`config.mk`:
```
export PLATFORM = sky130hd
export DESIGN_NAME = spi_slave
export DESIGN_NICKNAME = d
export VERILOG_FILES = /design/src/rtl/spi_pkg.sv /design/src/rtl/sync_ff.sv /design/src/rtl/spi_slave.sv
export SDC_FILE = /design/constraint.sdc
export NUM_CORES = 1
export LEC_CHECK = 0
export CAP_MARGIN = 20
export CORE_MARGIN = 8
export CORE_UTILIZATION = 25
export DETAILED_ROUTE_END_ITERATION = 6
export GPL_ROUTABILITY_DRIVEN = 0
export PLACE_DENSITY = 0.52
export SYNTH_ARGS = -nofsm -noshare
export SYNTH_HDL_FRONTEND = slang
export SYNTH_SLANG_ARGS = --single-unit
```
`constraint.sdc`:
```
create_clock -name clk -period 4.3 [get_ports clk]
set_input_delay 0.86 -clock clk [delete_from_list [all_inputs] [get_ports clk]]
set_output_delay 0.86 -clock clk [all_outputs]
set_load 0.1 [all_outputs]
```
`src/rtl/spi_pkg.sv`:
```
// rtl/spi_pkg.sv - shared SPI constants, state encoding and frame mask helper
package spi_pkg;

    localparam int MAXBITS = 32;
    localparam int BITS_W  = 6;

    typedef enum logic {
        ST_IDLE   = 1'b0,
        ST_ACTIVE = 1'b1
    } state_e;

    // Right-aligned mask of n ones; n=MAXBITS yields all ones.
    function automatic logic [MAXBITS-1:0] frame_mask(input logic [BITS_W-1:0] n);
        logic [2*MAXBITS-1:0] m;
        m = ({{(2*MAXBITS-1){1'b0}}, 1'b1} << n) - {{(2*MAXBITS-1){1'b0}}, 1'b1};
        return m[MAXBITS-1:0];
    endfunction

endpackage

```
`src/rtl/sync_ff.sv`:
```
// rtl/sync_ff.sv - multi-flop synchronizer for one asynchronous input
module sync_ff #(
    parameter int   STAGES  = 2,
    parameter logic RST_VAL = 1'b0
) (
    input  logic clk,
    input  logic rstn,
    input  logic d,
    output logic q
);

    logic [STAGES-1:0] sync_q;
    logic [STAGES-1:0] sync_d;

    always_comb begin
        sync_d = {sync_q[STAGES-2:0], d};
    end

    always_ff @(posedge clk or negedge rstn) begin
        if (!rstn) begin
            sync_q <= {STAGES{RST_VAL}};
        end else begin
            sync_q <= sync_d;
        end
    end

    assign q = sync_q[STAGES-1];

endmodule

```
`src/rtl/spi_slave.sv`:
```
// rtl/spi_slave.sv - oversampled SPI mode-0 slave, MSB first, 1..32 bit frames
module spi_slave
    import spi_pkg::*;
#(
    parameter int SYNC_STAGES = 2,
    parameter int MAXBITS     = 32
) (
    input  logic               clk,
    input  logic               rstn,
    input  logic               sck,
    input  logic               cs_n,
    input  logic               mosi,
    output logic               miso,
    output logic               miso_oe,
    input  logic               wr,
    input  logic [MAXBITS-1:0] din,
    input  logic [BITS_W-1:0]  bits,
    output logic [MAXBITS-1:0] dout,
    output logic               rx_ready,
    input  logic               rd,
    output logic               overrun,
    output logic               busy
);

    logic sck_s, cs_s, mosi_s;
    logic sck_q, cs_q;
    logic rise_sck, fall_sck, fall_cs, rise_cs;

    state_e             state_q, state_d;
    logic [MAXBITS-1:0] hold_q, hold_d;
    logic [MAXBITS-1:0] txsh_q, txsh_d;
    logic [MAXBITS-1:0] rxsh_q, rxsh_d;
    logic [BITS_W-1:0]  rxcnt_q, rxcnt_d;
    logic [MAXBITS-1:0] dout_q, dout_d;
    logic               rx_ready_q, rx_ready_d;
    logic               overrun_q, overrun_d;

    logic [MAXBITS-1:0] rx_next;
    logic [BITS_W-1:0]  cnt_next;
    logic [MAXBITS-1:0] tx_aligned;
    logic               frame_done;

    sync_ff #(.STAGES(SYNC_STAGES), .RST_VAL(1'b0)) u_sync_sck (
        .clk(clk), .rstn(rstn), .d(sck), .q(sck_s)
    );
    sync_ff #(.STAGES(SYNC_STAGES), .RST_VAL(1'b1)) u_sync_cs (
        .clk(clk), .rstn(rstn), .d(cs_n), .q(cs_s)
    );
    sync_ff #(.STAGES(SYNC_STAGES), .RST_VAL(1'b0)) u_sync_mosi (
        .clk(clk), .rstn(rstn), .d(mosi), .q(mosi_s)
    );

    assign rise_sck =  sck_s & ~sck_q;
    assign fall_sck = ~sck_s &  sck_q;
    assign fall_cs  = ~cs_s  &  cs_q;
    assign rise_cs  =  cs_s  & ~cs_q;

    always_comb begin
        state_d    = state_q;
        hold_d     = wr ? din : hold_q;
        txsh_d     = txsh_q;
        rxsh_d     = rxsh_q;
        rxcnt_d    = rxcnt_q;
        dout_d     = dout_q;
        rx_ready_d = rx_ready_q;
        overrun_d  = overrun_q;
        frame_done = 1'b0;
        rx_next    = {rxsh_q[MAXBITS-2:0], mosi_s};
        cnt_next   = rxcnt_q + 1'b1;

        case (state_q)
            ST_IDLE: begin
                if (fall_cs) begin
                    state_d = ST_ACTIVE;
                    txsh_d  = hold_q;
                    rxcnt_d = '0;
                end
            end
            default: begin
                // CS rising takes priority over any SCK edge: partial frame is dropped.
                if (rise_cs) begin
                    state_d = ST_IDLE;
                end else begin
                    if (rise_sck) begin
                        rxsh_d  = rx_next;
                        rxcnt_d = cnt_next;
                        if ((bits != '0) && (cnt_next == bits)) begin
                            frame_done = 1'b1;
                            rxcnt_d    = '0;
                            dout_d     = rx_next & frame_mask(bits);
                        end
                    end
                    if (fall_sck) begin
                        txsh_d = (rxcnt_q == '0) ? hold_q : (txsh_q << 1);
                    end
                end
            end
        endcase

        if (frame_done) begin
            rx_ready_d = 1'b1;
            if (rx_ready_q && !rd) begin
                overrun_d = 1'b1;
            end
        end else if (rd) begin
            rx_ready_d = 1'b0;
            overrun_d  = 1'b0;
        end
    end

    always_ff @(posedge clk or negedge rstn) begin
        if (!rstn) begin
            sck_q      <= 1'b0;
            cs_q       <= 1'b1;
            state_q    <= ST_IDLE;
            hold_q     <= '0;
            txsh_q     <= '0;
            rxsh_q     <= '0;
            rxcnt_q    <= '0;
            dout_q     <= '0;
            rx_ready_q <= 1'b0;
            overrun_q  <= 1'b0;
        end else begin
            sck_q      <= sck_s;
            cs_q       <= cs_s;
            state_q    <= state_d;
            hold_q     <= hold_d;
            txsh_q     <= txsh_d;
            rxsh_q     <= rxsh_d;
            rxcnt_q    <= rxcnt_d;
            dout_q     <= dout_d;
            rx_ready_q <= rx_ready_d;
            overrun_q  <= overrun_d;
        end
    end

    always_comb begin
        tx_aligned = txsh_q >> (bits - 1'b1);
        miso       = (state_q == ST_ACTIVE) && (bits != '0) ? tx_aligned[0] : 1'b0;
    end

    assign miso_oe  = (state_q == ST_ACTIVE);
    assign busy     = (state_q == ST_ACTIVE);
    assign dout     = dout_q;
    assign rx_ready = rx_ready_q;
    assign overrun  = overrun_q;

endmodule

```
==> run_results.csv, run 1 <==
group,metric,value,unit
floorplan,dieArea,35400,um2
worst_setup_path,crit_path_start_kind,"primary input",
timing,finClkSkew,9.01,ps
timing,final-hold-violation-count,0,
worst_setup_path,crit_required,3440,ps
synth,synth_cell_types,74,
synth,ys_top_cells_by_area,"dfrtp_1, mux2_2, mux2i_1",
synth,synth_warnings,0,
worst_setup_path,crit_slowest_cell,"clkdlybuf4s50_1",
clock_tree,tritoncts,"yes",
synth,synth-seq-cells,144,
synth,synth.most_common_cell,"dfrtp_1",
synth,synth_largest_area_cell,"dfrtp_1",
clock_tree,numClockSinks,144,
floorplan,die_height,188,um
worst_setup_path,arrival,3230,ps
finish,stdcell_area,9240,um2
timing,min_period,4090,ps
power,max-vdd-ir-drop,240,uV
route,via_count,5231,
route,wire_per_inst,15.5,um
synth,synth_edf_count,0,
clock_tree,post_cts_buffers,0,
timing,tns,0,ps
synth,synth.top_cell.area_share,47.6,%
clock_tree,htree_levels,4,
finish,post-route-util,31.4,%
global_route,grt_first_pass_wirelength,30.2,mm
route,drt_wl_total,18.0,mm
clock_tree,ctsResizeCount,0,
hold_path,holdCritPathClass,"register to register",
timing,fmax,244,MHz
global_route,grt_overflow,0,
worst_setup_path,cp-end-kind,"output port",
floorplan,fp.dieW,188,um
finish,drive_gt1_share,18.5,%
power,p_leak,3.95,nW
placement,dpl-instance-area,8660,um2
synth,synth_top_flop_cell,"dfrtp_1",
clock_tree,cts-root-buf,"clkbuf_16",
synth,synthTopCellsByCount,"dfrtp_1, nand2_1, mux2_2",
clock_tree,clk_pin_slew,60,ps
floorplan,start_util,25.2,%
floorplan,core-area,29400,um2
synth,syn_avg_cell_area,10.7,um2
placement,numPortBuffers,81,
route,ant_nets,0,
global_route,antenna_found_initial,0,
floorplan,rows,63,
worst_setup_path,path_buf_inv,3,
global_route,grt_pass1_vias,5429,
route,drt_iter0_drc,266,
worst_setup_path,worst-path-max-fanout,8,
timing,fin_crit_sh,95.2,%
clock_tree,clkLatencyLatePin,420,ps
synth,synth.cell_area,7420,um2
worst_setup_path,ff2ff_setup_slack,1910,ps
worst_setup_path,cpPeakStageDelay,520,ps
timing,slew_headroom,31.4,%
worst_setup_path,path_cells,"clkdlybuf4s50_1 > inv_1 > ha_1 > mux4_2 > mux4_2 > mux2i_1 > nor2_2 > buf_12",
worst_setup_path,cpMostUsedCell,"mux4_2",
route,vias_per_cell,4.50,
placement,hpwl,12.8,mm
global_route,grt_max_degree,85,
power,power_density,518,nW/um2
finish,synthToLayoutAreaGrowth,24.6,%
finish,diodes,0,
timing,worst_slew_pin_slew,1030,ps
clock_tree,numCtsBuffers,17,
timing,setup_viol,0,
run,max_cap_violations,0,
run_status,status,"finished clean",
synth,synth_nets,743,
route,drc_errors,0,
timing,hold_slack,350,ps
synth,async_flop_share,100,%
synth,synthCells,690,
floorplan,io_pins,82,
finish,nNetsFinal,812,
route,dr.pass1.iters,4,
clock_tree,cts_hold_buf,0,
worst_setup_path,path_class,"primary input to output port",
power,finalPower,4.79,mW
worst_setup_path,path_delay_family,"multiplexers",
timing,rsz0062_at_grt,"no",
clock_tree,cts_max_path_buffers,2,
timing,maxSlewViolCount,0,
global_route,track_usage,10.5,%
synth,yosysSeqAreaShare,48.6,%
[path summary, 6_finish.rpt]
check,startpoint,to,depth (start not counted)
min reg2reg,u_sync_mosi.sync_q[0],u_sync_mosi.sync_q[1],0
min in group asynchronous,rstn,hold_q[15],1
max reg2reg,rxcnt_q[0],dout[21],8
max in group asynchronous,rstn,rxsh_q[18],2
min,u_sync_mosi.sync_q[0],u_sync_mosi.sync_q[1],0
max,bits[0],miso,8
[stage by stage]
| stage | worst slack (ps) | std cells |
|---|---|---|
| global placement | 216 | 1130 |
| floorplan | 352 | 690 |
| detailed placement | 221 | 1130 |
| CTS | 210 | 1162 |
| global route | 99.2 | 1162 |
| finish | 208 | 1162 |
[metal layers]
| layer | GRT usage, % | part of all wire [%] |
|---|---|---|
| met1 | 14.5 | 49 |
| met5 | 0 | 0 |
| met2 | 15.8 | 45 |
| met4 | 3.21 | 1.7 |
| met3 | 2.74 | 4.0 |
[kinds of logic (layout without fill, tap and decap cells)]
kind of cell	Yosys count	count (layout)	share of synthesized area (%)
multiplexers	112	112	17.9
buffers and inverters	82	164	4.91
AO/OA/AOI/OAI	140	140	11.5
AND/OR/NAND/NOR	178	178	12.6
flip-flops	144	144	48.6
XOR/XNOR	26	26	3.07
adder cells (fa/ha/maj)	8	8	1.35
[report_power, final]
part	switching, mW	internal [mW]
Clock	0.641	0.819
Sequential	0.221	1.63
Combinational	0.955	0.529
Total	1.82	2.97
[placed cells by master, fill, tap and decap left out, drive strengths merged, types with 4 or more instances in the layout]
| master | n |
|---|---|
| nand2b | 5 |
| clkdlybuf4s50 | 79 |
| nor4 | 4 |
| clkbuf | 18 |
| xor2 | 13 |
| nand2 | 72 |
| nand3 | 29 |
| o21ai | 85 |
| a31oi | 4 |
| mux2i | 35 |
| dfrtp | 141 |
| a21oi | 8 |
| o211ai | 6 |
| inv | 42 |
| nor2 | 20 |
| nor3 | 7 |
| xnor2 | 13 |
| a31o | 4 |
| or2 | 4 |
| buf | 19 |
| a21boi | 4 |
| ha | 8 |
| nor2b | 7 |
| mux4 | 10 |
| mux2 | 67 |
| nor3b | 5 |
| nand4 | 8 |
[registers in the layout (all words and copies together) (netlist names)]
| register | count |
|---|---|
| rxsh_q | 31 |
| u_sync_mosi.sync_q | 2 |
| u_sync_sck.sync_q | 2 |
| rxcnt_q | 6 |
| rx_ready | 1 |
| overrun | 1 |
| u_sync_cs.sync_q | 2 |
| busy | 1 |
| cs_q | 1 |
| sck_q | 1 |
| txsh_q | 32 |
| dout | 32 |
| hold_q | 32 |
[final cells by class]
cell class / count / area [um2]
clock buffer: 18 / 429
tap: 390 / 488
multi-input combinational: 464 / 3470
inverter: 34 / 128
fill: 3032 / 20200
timing repair buffer: 98 / 975
clock inverter: 14 / 148
sequential: 144 / 3610
Note: power is estimated with default switching activity, not from simulation.
==> run 2, diff against run 1 <==
--- a/config.mk
+++ b/config.mk
@@ -7,10 +7,10 @@
 export LEC_CHECK = 0
 export CAP_MARGIN = 20
 export CORE_MARGIN = 8
-export CORE_UTILIZATION = 25
+export CORE_UTILIZATION = 45
 export DETAILED_ROUTE_END_ITERATION = 6
 export GPL_ROUTABILITY_DRIVEN = 0
-export PLACE_DENSITY = 0.52
+export PLACE_DENSITY = 0.76
 export SYNTH_ARGS = -nofsm -noshare
 export SYNTH_HDL_FRONTEND = slang
 export SYNTH_SLANG_ARGS = --single-unit
==> run_results.csv, run 2 (same netlist as run 1, synthesis figures left out) <==
group,metric,value,unit
power,swShare,36.9,%
global_route,grt.busiest_layer,"met2",
clock_tree,tritoncts,"yes",
finish,final_common_cell,"dfrtp_1",
global_route,grtUsageMet2,27.0,%
run,max_cap_violations,0,
timing,rsz0062_at_grt,"no",
finish,fill_cells,1450,
worst_setup_path,path_class,"primary input to output port",
timing,worst_slew_pin_slew,1080,ps
route,via_count,5446,
global_route,grt_util_met3,5.05,%
timing,hold_slack,347,ps
finish,layout_common_cells,"dfrtp_1, clkdlybuf4s50_1, nand2_1, mux2_2, o21ai_0",
power,clkPwrFrac,30.3,%
power,max-vdd-ir-drop,318,uV
power,seq_power_share,38.7,%
route,drt_wl_total,16.7,mm
hold_path,min_path_cells,0,
floorplan,rows,47,
clock_tree,numCtsBuffers,17,
finish,synthToLayoutAreaGrowth,21.6,%
floorplan,dieArea,20800,um2
worst_setup_path,cp-end-kind,"output port",
timing,maxSlewViolCount,0,
timing,slew_headroom,27.9,%
clock_tree,post_cts_buffers,0,
route,ant_nets,0,
floorplan,io_pins,82,
finish,drive_gt1_share,18.2,%
timing,min_period,4110,ps
finish,diodes,0,
timing,fin_crit_sh,95.5,%
timing,fmax,243,MHz
global_route,grt_max_degree,74,
route,vias_per_cell,5.50,
power,netSwitchingPower,1.77,mW
placement,numPortBuffers,81,
worst_setup_path,arrival,3250,ps
timing,finClkSkew,8.22,ps
route,dr.pass1.iters,6,
worst_setup_path,reg2reg_depth,8,
clock_tree,ctsResizeCount,0,
clock_tree,htree_levels,4,
global_route,grt_overflow,0,
power,p_leak,3.95,nW
worst_setup_path,worst-path-max-fanout,8,
floorplan,core-area,16300,um2
timing,final-hold-violation-count,0,
floorplan,die_height,144,um
clock_tree,numClockSinks,144,
floorplan,fp.dieW,144,um
worst_setup_path,crit_path_start_kind,"primary input",
global_route,grt_use_met1,21.4,%
global_route,grt_pass1_vias,5454,
timing,setup_viol,0,
power,finalPower,4.79,mW
route,drt_iter0_drc,555,
global_route,antenna_found_initial,0,
clock_tree,cts-root-buf,"clkbuf_16",
global_route,track_usage,17.1,%
finish,nNetsFinal,810,
run_status,status,"finished clean",
timing,tns,0,ps
power,power_frac_comb,31.0,%
hold_path,holdCritPathClass,"register to register",
clock_tree,cts_max_path_buffers,2,
clock_tree,clkLatencyLatePin,430,ps
floorplan,start_util,45.4,%
power,p_int,3.03,mW
route,drc_errors,0,
worst_setup_path,crit_required,3440,ps
route,wire_per_inst,16.9,um
clock_tree,clk_pin_slew,60,ps
clock_tree,cts_hold_buf,0,
global_route,grt_first_pass_wirelength,27.7,mm
power,power_density,532,nW/um2
placement,hpwl,11.4,mm
-- run 2: cell count changes in the layout (fill, tap and decap cells not counted) --
cell,previous run,this run
clkinvlp_4,3,1
clkbuf_8,0,1
clkinv_2,0,3
inv_6,5,2
buf_4,15,13
clkbuf_1,1,2
clkinv_4,2,4
inv_8,3,0
bufinv_16,1,2
-- run 2: metrics by stage --
step                std cells  cell area, um2  util [%]  setup WS, ps
floorplan                 690            7420         -           352
global placement          958            8440      51.6           256
detailed placement        958            8440      51.6           181
CTS                       990            9020      55.2           177
global route              990            9020      55.2           126
finish                    990            9020      55.2           192
-- run 2: cell type report --
class / count / area (um2) / share of cell area [%]
clock buffers: 20 / 447 / 4.95
clock inverters: 12 / 135 / 1.50
inverters: 34 / 128 / 1.42
multi-input cells: 464 / 3470 / 38.4
flip-flops and latches: 144 / 3610 / 40.0
well taps: 220 / 275 / 3.05
repair buffers: 96 / 960 / 10.6
-- run 2: critical path: stages --
cell and delay [ps]:
clkdlybuf4s50_1 520, inv_1 100, ha_1 490, mux4_2 350, mux4_2 470, mux2i_1 180
nor2_2 90, buf_12 170
-- run 2: path summary, 6_finish.rpt --
path	start	end	slack [ps]
worst max-delay path	bits[1]	miso	190
worst min-delay path	u_sync_sck.sync_q[0]	u_sync_sck.sync_q[1]	350
worst max register to register	rxcnt_q[0]	dout[0]	1910
worst min register to register	u_sync_sck.sync_q[0]	u_sync_sck.sync_q[1]	350
max in group asynchronous	rstn	u_sync_cs.sync_q[0]	3040
min in group asynchronous	rstn	dout[15]	420
-- run 2: layer usage --
| metal | part of all wire, % | vias to the layer above |
|---|---|---|
| met2 | 48 | 164 |
| met1 | 44 | 2669 |
| met5 | 0 | - |
| li1 | - | 2575 |
| met4 | 2.7 | 0 |
| met3 | 5.1 | 38 |
-- run 2: power groups by stage --
stage               clock network, mW  registers, mW  logic, mW
global placement                    0           1.87       1.46
floorplan                           0           2.29      0.644
detailed placement                  0           1.87       1.49
CTS                              1.49           1.85       1.50
global route                     1.55           1.89       1.59
finish                           1.45           1.86       1.49
==> run 3, diff against run 2 <==
--- a/config.mk
+++ b/config.mk
@@ -5,8 +5,7 @@
 export SDC_FILE = /design/constraint.sdc
 export NUM_CORES = 1
 export LEC_CHECK = 0
-export CAP_MARGIN = 20
-export CORE_MARGIN = 8
+export CAP_MARGIN = 0
 export CORE_UTILIZATION = 45
 export DETAILED_ROUTE_END_ITERATION = 6
 export GPL_ROUTABILITY_DRIVEN = 0
==> run_results.csv, run 3 (same netlist as run 1, synthesis figures left out) <==
group,metric,value,unit
timing,fin_crit_sh,95.2,%
finish,drive_gt1_share,18.2,%
finish,multi_input_area,3470,um2
power,p_leak,3.97,nW
timing,worst_slew_pin_slew,1180,ps
hold_path,min_path_cells,0,
clock_tree,tritoncts,"yes",
timing,slew_headroom,21.2,%
global_route,antenna_found_initial,0,
worst_setup_path,crit_required,3440,ps
timing,finClkSkew,12.1,ps
hold_path,min-delay-start,"u_sync_sck.sync_q[0]",
placement,place_ws,193,ps
finish,layoutNonFillerInstCount,989,
power,power_density,539,nW/um2
clock_tree,htree_levels,4,
finish,final_common_cell,"dfrtp_1",
clock_tree,numCtsBuffers,17,
finish,layout_common_cells,"dfrtp_1, clkdlybuf4s50_1, nand2_1, mux2_2, o21ai_0",
timing,fin_ws,208,ps
worst_setup_path,crit_path_start_kind,"primary input",
clock_tree,numClockSinks,144,
timing,final-hold-violation-count,0,
worst_setup_path,path_class,"primary input to output port",
clock_tree,cts_max_path_buffers,2,
global_route,grt_overflow,0,
placement,post-place-cells,957,
floorplan,dieArea,17000,um2
floorplan,io_pins,82,
route,drc_errors,0,
clock_tree,ctsResizeCount,0,
timing,fmax,244,MHz
finish,regArea,3610,um2
timing,tns,0,ps
route,via_count,5403,
placement,numPortBuffers,81,
route,vias_per_cell,5.46,
finish,nNetsFinal,813,
hold_path,holdCritPathClass,"register to register",
global_route,grt_max_degree,88,
timing,min_period,4090,ps
worst_setup_path,ff2ff_setup_slack,1840,ps
finish,post-route-util,56.7,%
finish,synthToLayoutAreaGrowth,22.4,%
floorplan,fp.dieW,130,um
clock_tree,cts_hold_buf,0,
floorplan,die_height,130,um
timing,rsz0062_at_grt,"no",
worst_setup_path,arrival,3230,ps
worst_setup_path,cp-end-kind,"output port",
global_route,track_usage,20.9,%
clock_tree,cts-root-buf,"clkbuf_16",
floorplan,rows,46,
worst_setup_path,crit-reg2reg-capture,"txsh_q[27]",
route,wire_per_inst,16.2,um
route,drt_iter0_drc,394,
placement,hpwl,11.1,mm
floorplan,core-area,16000,um2
clock_tree,clkLatencyLatePin,430,ps
timing,maxSlewViolCount,0,
run,max_cap_violations,0,
hold_path,hold_end,"u_sync_sck.sync_q[1]",
finish,fill_cells,1413,
power,max-vdd-ir-drop,308,uV
route,drt_wl_total,16.0,mm
worst_setup_path,r2r-start,"rxcnt_q[0]",
route,ant_nets,0,
worst_setup_path,reg2reg_depth,6,
route,dr.pass1.iters,4,
timing,setup_viol,0,
finish,diodes,0,
floorplan,start_util,46.4,%
worst_setup_path,worst-path-max-fanout,8,
run_status,status,"finished clean",
clock_tree,clk_pin_slew,60,ps
timing,hold_slack,353,ps
clock_tree,post_cts_buffers,0,
global_route,grt_first_pass_wirelength,27.1,mm
global_route,grt_pass1_vias,5371,
run 3: per-stage QoR:
stage	total power [mW]	cell area, um2
final	4.89	9080
after global placement	3.33	8450
after global routing	5.13	9080
after detailed placement	3.36	8450
after floorplan	2.93	7420
after CTS	4.94	9080
run 3: worst max-delay path by stage:
stage                     cells after the start    to     from
final                                         8  miso  bits[1]
after global routing                          8  miso  bits[1]
after CTS                                     8  miso  bits[1]
after detailed placement                      8  miso  bits[1]
after global placement                        8  miso  bits[1]
after floorplan                               9  miso  bits[0]
run 3: cell type report:
type | count | area share [%]
Clock buffer | 23 | 5.15
Timing Repair Buffer | 99 | 10.8
Tap cell | 216 | 2.98
Clock inverter | 9 | 1.74
Sequential cell | 144 | 39.7
Multi-Input combinational cell | 464 | 38.2
Inverter | 34 | 1.41
run 3: critical path: stages:
cell and delay [ps]:
clkdlybuf4s50_1 510, inv_1 90, ha_1 500, mux4_2 360, mux4_2 470, mux2i_1 180
nor2_2 90, buf_12 170
run 3: metal layers:
layer	wire length, um	track usage, %	share of wire [%]	up-vias
li1	-	-	-	2586
met1	6900	26.2	43	2629
met2	7900	34.3	49	155
met3	769	4.93	4.8	33
met4	430	9.80	2.7	0
met5	0	0	0	-
run 3: power by group:
part	switching, mW	internal, mW	total (mW)
clock network	0.556	1.00	1.56
registers	0.227	1.63	1.85
logic	0.948	0.534	1.48
total	1.73	3.16	4.89
